<file path="src/rtl/deinterleaver_pkg.sv">
// deinterleaver_pkg: shared width constants, the deinterleaver state type
// and a small field helper for the interleaved word format.
package deinterleaver_pkg;

   localparam int INPUT_DATA_BITWIDTH     = 32;
   localparam int QUANTIZATION_BITWIDTH   = 12;
   localparam int SCALING_FACTOR_BITWIDTH = 12;

   typedef enum logic [1:0] {
      UNSYNC = 2'd0,
      FILLER = 2'd1,
      SF     = 2'd2,
      CTRL   = 2'd3
   } deinterleaver_state_t;

   // Side-channel nibble carried in the top four bits of every non-comma word.
   function automatic logic [3:0] nibble_of(input logic [INPUT_DATA_BITWIDTH-1:0] w);
      return w[31:28];
   endfunction

endpackage

</file>
<file path="src/rtl/deinterleaver_if.sv">
// deinterleaver_if: link-receiver word stream in, recovered fields out.
// master = upstream driver / observer, slave = the deinterleaver itself.
interface deinterleaver_if;
   import deinterleaver_pkg::*;

   logic                                   comma;
   logic [INPUT_DATA_BITWIDTH-1:0]         interleavedData;
   logic [2*QUANTIZATION_BITWIDTH-1:0]     quantizedData;
   logic                                   commaOut;
   logic [7:0]                             commaPayload;
   logic [SCALING_FACTOR_BITWIDTH-1:0]     scalingFactorOut;
   logic                                   scalingFactorValid;
   logic [SCALING_FACTOR_BITWIDTH-1:0]     controlDataOut;
   logic                                   controlDataValid;
   logic                                   locked;
   logic                                   syncError;

   modport master (
      output comma, interleavedData,
      input  quantizedData, commaOut, commaPayload, scalingFactorOut,
             scalingFactorValid, controlDataOut, controlDataValid, locked, syncError
   );

   modport slave (
      input  comma, interleavedData,
      output quantizedData, commaOut, commaPayload, scalingFactorOut,
             scalingFactorValid, controlDataOut, controlDataValid, locked, syncError
   );

endinterface

</file>
<file path="src/rtl/deinterleaver_nibble_assembler.sv">
// nibble_assembler: collects three 4-bit nibbles MSB first into a 12-bit word.
// Only the two oldest nibbles are stored; the third is taken straight from the
// input so the completed word is available in the same cycle as done.
module nibble_assembler (
   input  logic        clk,
   input  logic        rst,
   input  logic        clear,
   input  logic        shift,
   input  logic [3:0]  nibble,
   output logic [11:0] value,
   output logic        done
);

   logic [7:0] sr;
   logic [1:0] cnt;

   assign value = {sr, nibble};
   assign done  = shift && (cnt == 2'd2);

   // Shift in one nibble per enabled cycle; counter wraps 0..2, clear restarts.
   always_ff @(posedge clk) begin
      if (rst || clear) begin
         sr  <= '0;
         cnt <= '0;
      end else if (shift) begin
         sr  <= {sr[3:0], nibble};
         cnt <= done ? 2'd0 : cnt + 2'd1;
      end
   end

endmodule

</file>
<file path="src/rtl/deinterleaver.sv">
// deinterleaver: splits {I,Q} from each word and rebuilds the scaling factor
// and control words from the per-word nibbles, framed by comma words.
// Optional filler-nibble check: define DEINTERLEAVER_FILLER_CHECK_EN.
module deinterleaver
   import deinterleaver_pkg::*;
(
   input  logic         clk,
   input  logic         rst,
   deinterleaver_if.slave bus
);

   deinterleaver_state_t state;
   logic [3:0]           nib;
   logic                 asm_clear, asm_shift, asm_done;
   logic [11:0]          asm_value;

   assign nib       = nibble_of(bus.interleavedData);
   // A comma always restarts collection; groups only advance in SF/CTRL.
   assign asm_clear = bus.comma;
   assign asm_shift = !bus.comma && (state == SF || state == CTRL);

   nibble_assembler u_asm (
      .clk    (clk),
      .rst    (rst),
      .clear  (asm_clear),
      .shift  (asm_shift),
      .nibble (nib),
      .value  (asm_value),
      .done   (asm_done)
   );

`ifndef DEINTERLEAVER_FILLER_CHECK_EN
   assign bus.syncError = 1'b0;
`endif

   // Frame FSM plus all registered outputs; comma beats any group completion.
   always_ff @(posedge clk) begin
      if (rst) begin
         state                  <= UNSYNC;
         bus.quantizedData      <= '0;
         bus.commaOut           <= 1'b0;
         bus.commaPayload       <= '0;
         bus.scalingFactorOut   <= '0;
         bus.scalingFactorValid <= 1'b0;
         bus.controlDataOut     <= '0;
         bus.controlDataValid   <= 1'b0;
         bus.locked             <= 1'b0;
`ifdef DEINTERLEAVER_FILLER_CHECK_EN
         bus.syncError          <= 1'b0;
`endif
      end else begin
         bus.quantizedData      <= {bus.interleavedData[27:16], bus.interleavedData[11:0]};
         bus.commaOut           <= bus.comma;
         bus.scalingFactorValid <= 1'b0;
         bus.controlDataValid   <= 1'b0;
`ifdef DEINTERLEAVER_FILLER_CHECK_EN
         bus.syncError          <= 1'b0;
`endif
         if (bus.comma) begin
            state            <= FILLER;
            bus.locked       <= 1'b1;
            bus.commaPayload <= {bus.interleavedData[31:28], bus.interleavedData[15:12]};
         end else begin
            case (state)
               UNSYNC: state <= UNSYNC;
               FILLER: begin
`ifdef DEINTERLEAVER_FILLER_CHECK_EN
                  if (nib != 4'h0) begin
                     bus.syncError <= 1'b1;
                     bus.locked    <= 1'b0;
                     state         <= UNSYNC;
                  end else begin
                     state <= SF;
                  end
`else
                  state <= SF;
`endif
               end
               SF: if (asm_done) begin
                  bus.scalingFactorOut   <= asm_value;
                  bus.scalingFactorValid <= 1'b1;
                  state                  <= CTRL;
               end
               CTRL: if (asm_done) begin
                  bus.controlDataOut   <= asm_value;
                  bus.controlDataValid <= 1'b1;
               end
               default: state <= UNSYNC;
            endcase
         end
      end
   end

endmodule

</file>
<file path="src/flat_wrapper.sv">
// flat-port wrapper written by rule: the top's interface ports become plain ports
module deinterleaver_flat import deinterleaver_pkg::*;
  (clk, rst, bus_comma, bus_interleavedData, bus_quantizedData, bus_commaOut, bus_commaPayload, bus_scalingFactorOut, bus_scalingFactorValid, bus_controlDataOut, bus_controlDataValid, bus_locked, bus_syncError);
  deinterleaver_if bus_i ();
  input  logic clk;
  input  logic rst;
  input wire logic [$bits(bus_i.comma)-1:0] bus_comma;
  input wire logic [$bits(bus_i.interleavedData)-1:0] bus_interleavedData;
  output wire logic [$bits(bus_i.quantizedData)-1:0] bus_quantizedData;
  output wire logic [$bits(bus_i.commaOut)-1:0] bus_commaOut;
  output wire logic [$bits(bus_i.commaPayload)-1:0] bus_commaPayload;
  output wire logic [$bits(bus_i.scalingFactorOut)-1:0] bus_scalingFactorOut;
  output wire logic [$bits(bus_i.scalingFactorValid)-1:0] bus_scalingFactorValid;
  output wire logic [$bits(bus_i.controlDataOut)-1:0] bus_controlDataOut;
  output wire logic [$bits(bus_i.controlDataValid)-1:0] bus_controlDataValid;
  output wire logic [$bits(bus_i.locked)-1:0] bus_locked;
  output wire logic [$bits(bus_i.syncError)-1:0] bus_syncError;
  assign bus_i.comma = bus_comma;
  assign bus_i.interleavedData = bus_interleavedData;
  assign bus_quantizedData = bus_i.quantizedData;
  assign bus_commaOut = bus_i.commaOut;
  assign bus_commaPayload = bus_i.commaPayload;
  assign bus_scalingFactorOut = bus_i.scalingFactorOut;
  assign bus_scalingFactorValid = bus_i.scalingFactorValid;
  assign bus_controlDataOut = bus_i.controlDataOut;
  assign bus_controlDataValid = bus_i.controlDataValid;
  assign bus_locked = bus_i.locked;
  assign bus_syncError = bus_i.syncError;
  deinterleaver u_core (.clk(clk), .rst(rst), .bus(bus_i));
endmodule
</file>
<file path="config.mk">
export PLATFORM = sky130hd
export DESIGN_NAME = deinterleaver_flat
export DESIGN_NICKNAME = d
export VERILOG_FILES = /design/src/rtl/deinterleaver_pkg.sv /design/src/rtl/deinterleaver_if.sv /design/src/rtl/deinterleaver_nibble_assembler.sv /design/src/rtl/deinterleaver.sv /design/src/flat_wrapper.sv
export SDC_FILE = /design/constraint.sdc
export NUM_CORES = 1
export LEC_CHECK = 0
export ABC_CLOCK_PERIOD_IN_PS = 2290
export CORE_MARGIN = 4
export CORE_UTILIZATION = 43
export CTS_CLUSTER_DIAMETER = 60
export DETAILED_ROUTE_END_ITERATION = 16
export HOLD_SLACK_MARGIN = 0.08
export PLACE_DENSITY = 0.79
export SYNTH_ARGS = -nofsm -noshare
export SYNTH_HDL_FRONTEND = slang
export SYNTH_SLANG_ARGS = --single-unit
</file>
<file path="constraint.sdc">
create_clock -name clk -period 2.29 [get_ports clk]
set_input_delay 0.229 -clock clk [delete_from_list [all_inputs] [get_ports clk]]
set_output_delay 0.229 -clock clk [all_outputs]
set_load 0.02 [all_outputs]
</file>
Word-level counts from Yosys, hierarchy flattened

Index checks and enable logic that the tools add are counted.

Bits of input ports: 35
Flip-flop bits (word level): 72

Eq/ne operators: 6
Muxes and demuxes: 5
Reductions and logical operators: 15
Add/sub/neg operators: 1
Bitwise logic cells: 3

Operators by type and width:

| cell                                          | number |
|---|---|
| == test 2 bit, second input constant          | 3 |
| one-hot mux 2 bit (3 select lines)            | 1 |
| AND reduction 3 bit                           | 2 |
| OR reduction 3 bit                            | 2 |
| two-way mux 2 bit                             | 2 |
| AND reduction 2 bit                           | 2 |
| nonzero test 4 bit                            | 1 |
| inequality test 3 bit, second input constant  | 1 |
| inverter 1 bit                                | 3 |
| nonzero test 3 bit                            | 1 |
| adder 2 x 1 -> 2 bit, second input constant   | 1 |
| == test 2 x 1 -> 1 bit, second input constant | 1 |
| logical AND 1 bit                             | 2 |
| logical NOT 2 bit                             | 1 |
| logical OR 1 bit                              | 2 |
| two-way mux 1 bit                             | 2 |
| inequality test 2 bit, second input constant  | 1 |
| OR reduction 2 bit                            | 1 |
| logical NOT 1 bit                             | 1 |

Depth between registers and ports, before layout

Word-level depth: 7
Mapped depth: 7

Modules after synthesis

From an unflattened synthesis, not the netlist that was laid out.

Cells, all modules: 255
Area, all modules: 2491.1 sq um

Modules (own cells, without submodules):

| module           | area an instance (sq um) | instances | cells each |
|---|---|---|---|
| deinterleaver    | 2084.5                   | 1         | 215 |
| nibble_assembler | 406.6                    | 1         | 40 |

Worst setup path before layout

OpenSTA, ideal clock, no wires.

Kind: reg2reg
Start: reg u_core.state[1]
End: reg u_core.state[0]
Period minus slack after synthesis: 1806 ps
Path slack: 484 ps
Data arrival time: 1668 ps
Stages on the path, launching flop included: 8
Buffers on the path: 2
Cells stage by stage: dfxtp_1 > buf_2 > buf_2 > inv_1 > ha_1 > nor2_1 > a2111oi_0 > a2111oi_1

Longest elaborated chain between the ends: 6
Elaborated cells between the ends (all ways): 12
Classes of those cells: eq/ne (4); mux (2); reduce/logical (6)

Ends and longest elaborated chain:

| what                                    | line                                     | RTL |
|---|---|---|
| from (decl)                             | deinterleaver.sv:12                      | `deinterleaver_state_t state;` |
| from (signal assigned)                  | deinterleaver.sv:39                      | `state <= UNSYNC;` |
| from (signal assigned)                  | deinterleaver.sv:60                      | `state <= FILLER;` |
| from (signal assigned)                  | deinterleaver.sv:65                      | `UNSYNC: state <= UNSYNC;` |
| == test 2 bit, on equally long branches | deinterleaver.sv:20, deinterleaver.sv:64 |  |
| logical OR 1 bit                        | deinterleaver.sv:20                      | `assign asm_shift = !bus.comma && (state == SF \|\| state == CTRL);` |
| logical AND 1 bit                       | deinterleaver.sv:20                      |  |
| logical AND 1 bit                       | deinterleaver_nibble_assembler.sv:18     | `assign done = shift && (cnt == 2'd2);` |
| inequality test 3 bit (no line)         | -                                        |  |
| AND reduction 2 bit (no line)           | -                                        |  |

Parallel ways exist; a longest one is shown, timed or not.
A chain may end at the register's enable or synchronous reset.

Worst setup path after layout

Start: reg u_core.state[1]
End: reg u_core.bus.scalingFactorOut[8]

Longest elaborated chain between the ends: 5
Elaborated cells between the ends (all ways): 6
Classes of those cells: eq/ne (2); reduce/logical (4)

Ends and longest elaborated chain:

| what                                    | line                                     | RTL |
|---|---|---|
| == test 2 bit, on equally long branches | deinterleaver.sv:20, deinterleaver.sv:64 |  |
| logical OR 1 bit                        | deinterleaver.sv:20                      |  |
| logical AND 1 bit                       | deinterleaver.sv:20                      |  |
| logical AND 1 bit                       | deinterleaver_nibble_assembler.sv:18     |  |
| AND reduction 3 bit (no line) (*)       | -                                        |  |
| to (signal assigned)                    | deinterleaver.sv:80                      | `bus.scalingFactorOut <= asm_value;` |
| to (decl)                               | deinterleaver_if.sv:26                   | `output quantizedData, commaOut, commaPayload, scalingFactorOut,` |

Every way passes the cells marked *; elsewhere a longest branch is shown, timed or not.

==> impl_metrics.yaml <==
worst_setup_path:
  reg2reg_depth: 4
  worstSetupPathType: "reg2reg"
  crit_path_max_fanout: 13
  cpMaxStageDelayCell: "dfxtp_1"
  worstReg2RegStart: "u_core.state[1]"
  reg2reg_slack_ps: 480
  startpoint_type: "register"
  critical_path_arrival_ps: 2010
  end_kind: "register"
  path_cells: "ha_1 > nand4b_1 > nand2_1 > a21oi_1"
  cp.required_ps: 2490
  worstReg2RegEnd: "u_core.bus.scalingFactorOut[8]"
  max_stage_delay_ps: 560
cts:
  clock-sinks: 72
  post_cts_buffers: 0
  clk_root_buffer_cell: "clkbuf_8"
  clk_pin_slew_ps: 70
  cts_buffers: 9
  htreeDepth: 3
  hold_buffers: 0
  tritoncts: "yes"
  clk_latency_ps: 330
  cts-resized-gates: 0
  cts_buffer_depth: 2
synthesis:
  synth_area_leaders: "dfxtp_1 59%, nand2_1 7.5%, mux2i_1 6.5%"
  ys_ff_latch: 72
  ys_seq_area_frac: 0.587
  synth_cell_types: 22
  avgSynthCellArea_um2: 9.63
  yosysWarnings: 0
  synthesis.area_mm2: 0.00245
  synth_cells: 255
  synthDominantCellAreaShare: 0.587
  synth_top_area_cell: "dfxtp_1"
  synth_fp_nets: 296
route:
  drt-wirelength-per-cell_um: 13.3
  vias: 1955
  dr.pass1.iters: 4
  drtAntennaViolNets: 0
  vias_per_cell: 4.62
  drt_iter0_markers: 103
  drc_errors: 0
  drt-total-wl_mm: 5.64
grt:
  antenna_found_initial: 0
  grt_pass1_wl_mm: 9.41
  grt_util_all_layers: 0.169
  grt_max_degree: 47
  first_global_vias: 1917
  grt-ovfl-total: 0
layout:
  antenna_cells: 0
  final_cell_mix: "93 x clkdlybuf4s50_1, 72 x dfxtp_1, 49 x nand2_1, 27 x nor2_1, 26 x a21oi_1"
  final_util: 0.655
  multi_input_area_um2: 918
  fin_nets: 388
  design_area_mm2: 0.00361
  syn_to_final_growth_pct: 46.9
  seqCellArea_mm2: 0.00144
  drive_above_1_share: 0.0570
  nFillCells: 443
  final_common_cell: "clkdlybuf4s50_1"
sta:
  final.min_clock_period_ps: 1810
  finClkSkew_ps: 6.53
  setup_viol: 0
  rsz0062_at_grt: "false"
  fmax_mhz: 552
  fin_crit_sh: 0.791
  slew_headroom: 0.629
  drv_slew: 0
  tns_ps: 0
  tightest_slew_ps: 554
  hold_viol: 0
min_path:
  hold_end: "u_core.bus.commaPayload[5]"
  whs_path_depth: 2
  hp-class: "in2reg"
  holdCritStartpoint: "rst"
placement:
  io_buffers: 94
  place_congestion: 0.763
  placed_cell_area_mm2: 0.00343
  dpl.hpwl_mm: 4.08
pwr:
  leakagePower_nw: 1.33
  vdd_drop_max_mv: 0.318
  p_per_area_mw_per_mm2: 690
  finalPower_mw: 2.49
flow_run:
  drv_cap: 0
floorplan:
  initial_core_util: 0.446
  die_h_um: 83.6
  dieArea_mm2: 0.00698
  row_count: 27
  chipWidth_um: 83.6
  coreArea_mm2: 0.00551
  io_pins: 96
run_status:
  outcome: "complete, no violations"
-- per-stage QoR --
step / hold slack, ps / worst slack (ps) / std cells
5_1_grt: 250 / 327 / 423
2_1_floorplan: 357 / 484 / 255
3_5_place_dp: 448 / 500 / 408
3_3_place_gp: 443 / 564 / 408
6_report: 250 / 478 / 423
4_1_cts: 243 / 500 / 423
-- how the worst max path moves through the flow --
stage / from / endpoint
global placement: bus_comma / u_core.bus.scalingFactorOut[10]
detailed placement: bus_comma / u_core.bus.scalingFactorOut[8]
finish: u_core.state[1] / u_core.bus.scalingFactorOut[8]
CTS: u_core.state[1] / u_core.bus.scalingFactorOut[8]
global route: u_core.state[1] / u_core.bus.scalingFactorOut[8]
floorplan: u_core.state[1] / u_core.state[0]
-- registers in the layout, summed over array words and instances (netlist names), 2 cells and up --
| register | count |
|---|---|
| u_core.bus.scalingFactorOut | 12 |
| u_core.bus.controlDataOut | 12 |
| u_core.u_asm.sr | 8 |
| u_core.state | 2 |
| u_core.u_asm.cnt | 2 |
| u_core.bus.commaPayload | 8 |
| u_core.bus.quantizedData | 24 |
-- cell families (layout without fill, tap and decap cells) --
group | after synthesis | after routing | synth area share
mux | 16 | 16 | 0.0652
flops | 72 | 72 | 0.587
other cells | 1 | 1 | 0.00153
compound gates | 29 | 29 | 0.0637
simple gates | 111 | 111 | 0.213
buf+inv | 20 | 116 | 0.0387
fa+ha+maj | 6 | 6 | 0.0306
-- cell type report --
type,instances,area share
Sequential cell,72,0.400
Multi-Input combinational cell,163,0.255
Clock inverter,3,0.0121
Tap cell,72,0.0250
Inverter,3,0.00312
Timing Repair Buffer,98,0.268
Clock buffer,12,0.0375
-- metal layers --
metal	track usage	share of wire	up-vias	wire length (µm)
met1	0.197	0.43	877	2430
met3	0.0602	0.064	7	359
met5	0	0	-	0
met2	0.285	0.49	66	2770
met4	0.0629	0.014	0	80
li1	-	-	1005	-
-- Yosys cell counts (all sizes together) --
cell	number
buf	10
conb	1
inv	3
nor3b	2
and4b	2
nand4b	2
a211oi	1
clkbuf	7
nor2	27
ha	6
or2b	1
dfxtp	72
a21oi	26
nor2b	25
mux2i	16
and3	1
a2111oi	2
nor4	1
nand2	49
or2	1
-- power by group --
| part | total [mW] | switching [mW] | internal [mW] |
|---|---|---|---|
| registers | 1.30 | 0.0142 | 1.29 |
| clock network | 0.935 | 0.436 | 0.499 |
| logic | 0.250 | 0.114 | 0.136 |
| total | 2.49 | 0.565 | 1.92 |
-- critical path: cells and delay by family, from the launching register on --
| kind | cells | cell delay [ps] |
|---|---|---|
| AOI/OAI and AO/OA | 1 | 90 |
| adders and majority gates | 1 | 330 |
| DFF | 1 | 560 |
| and+or+nand+nor | 2 | 700 |
Power figures use the tool's default switching activity.
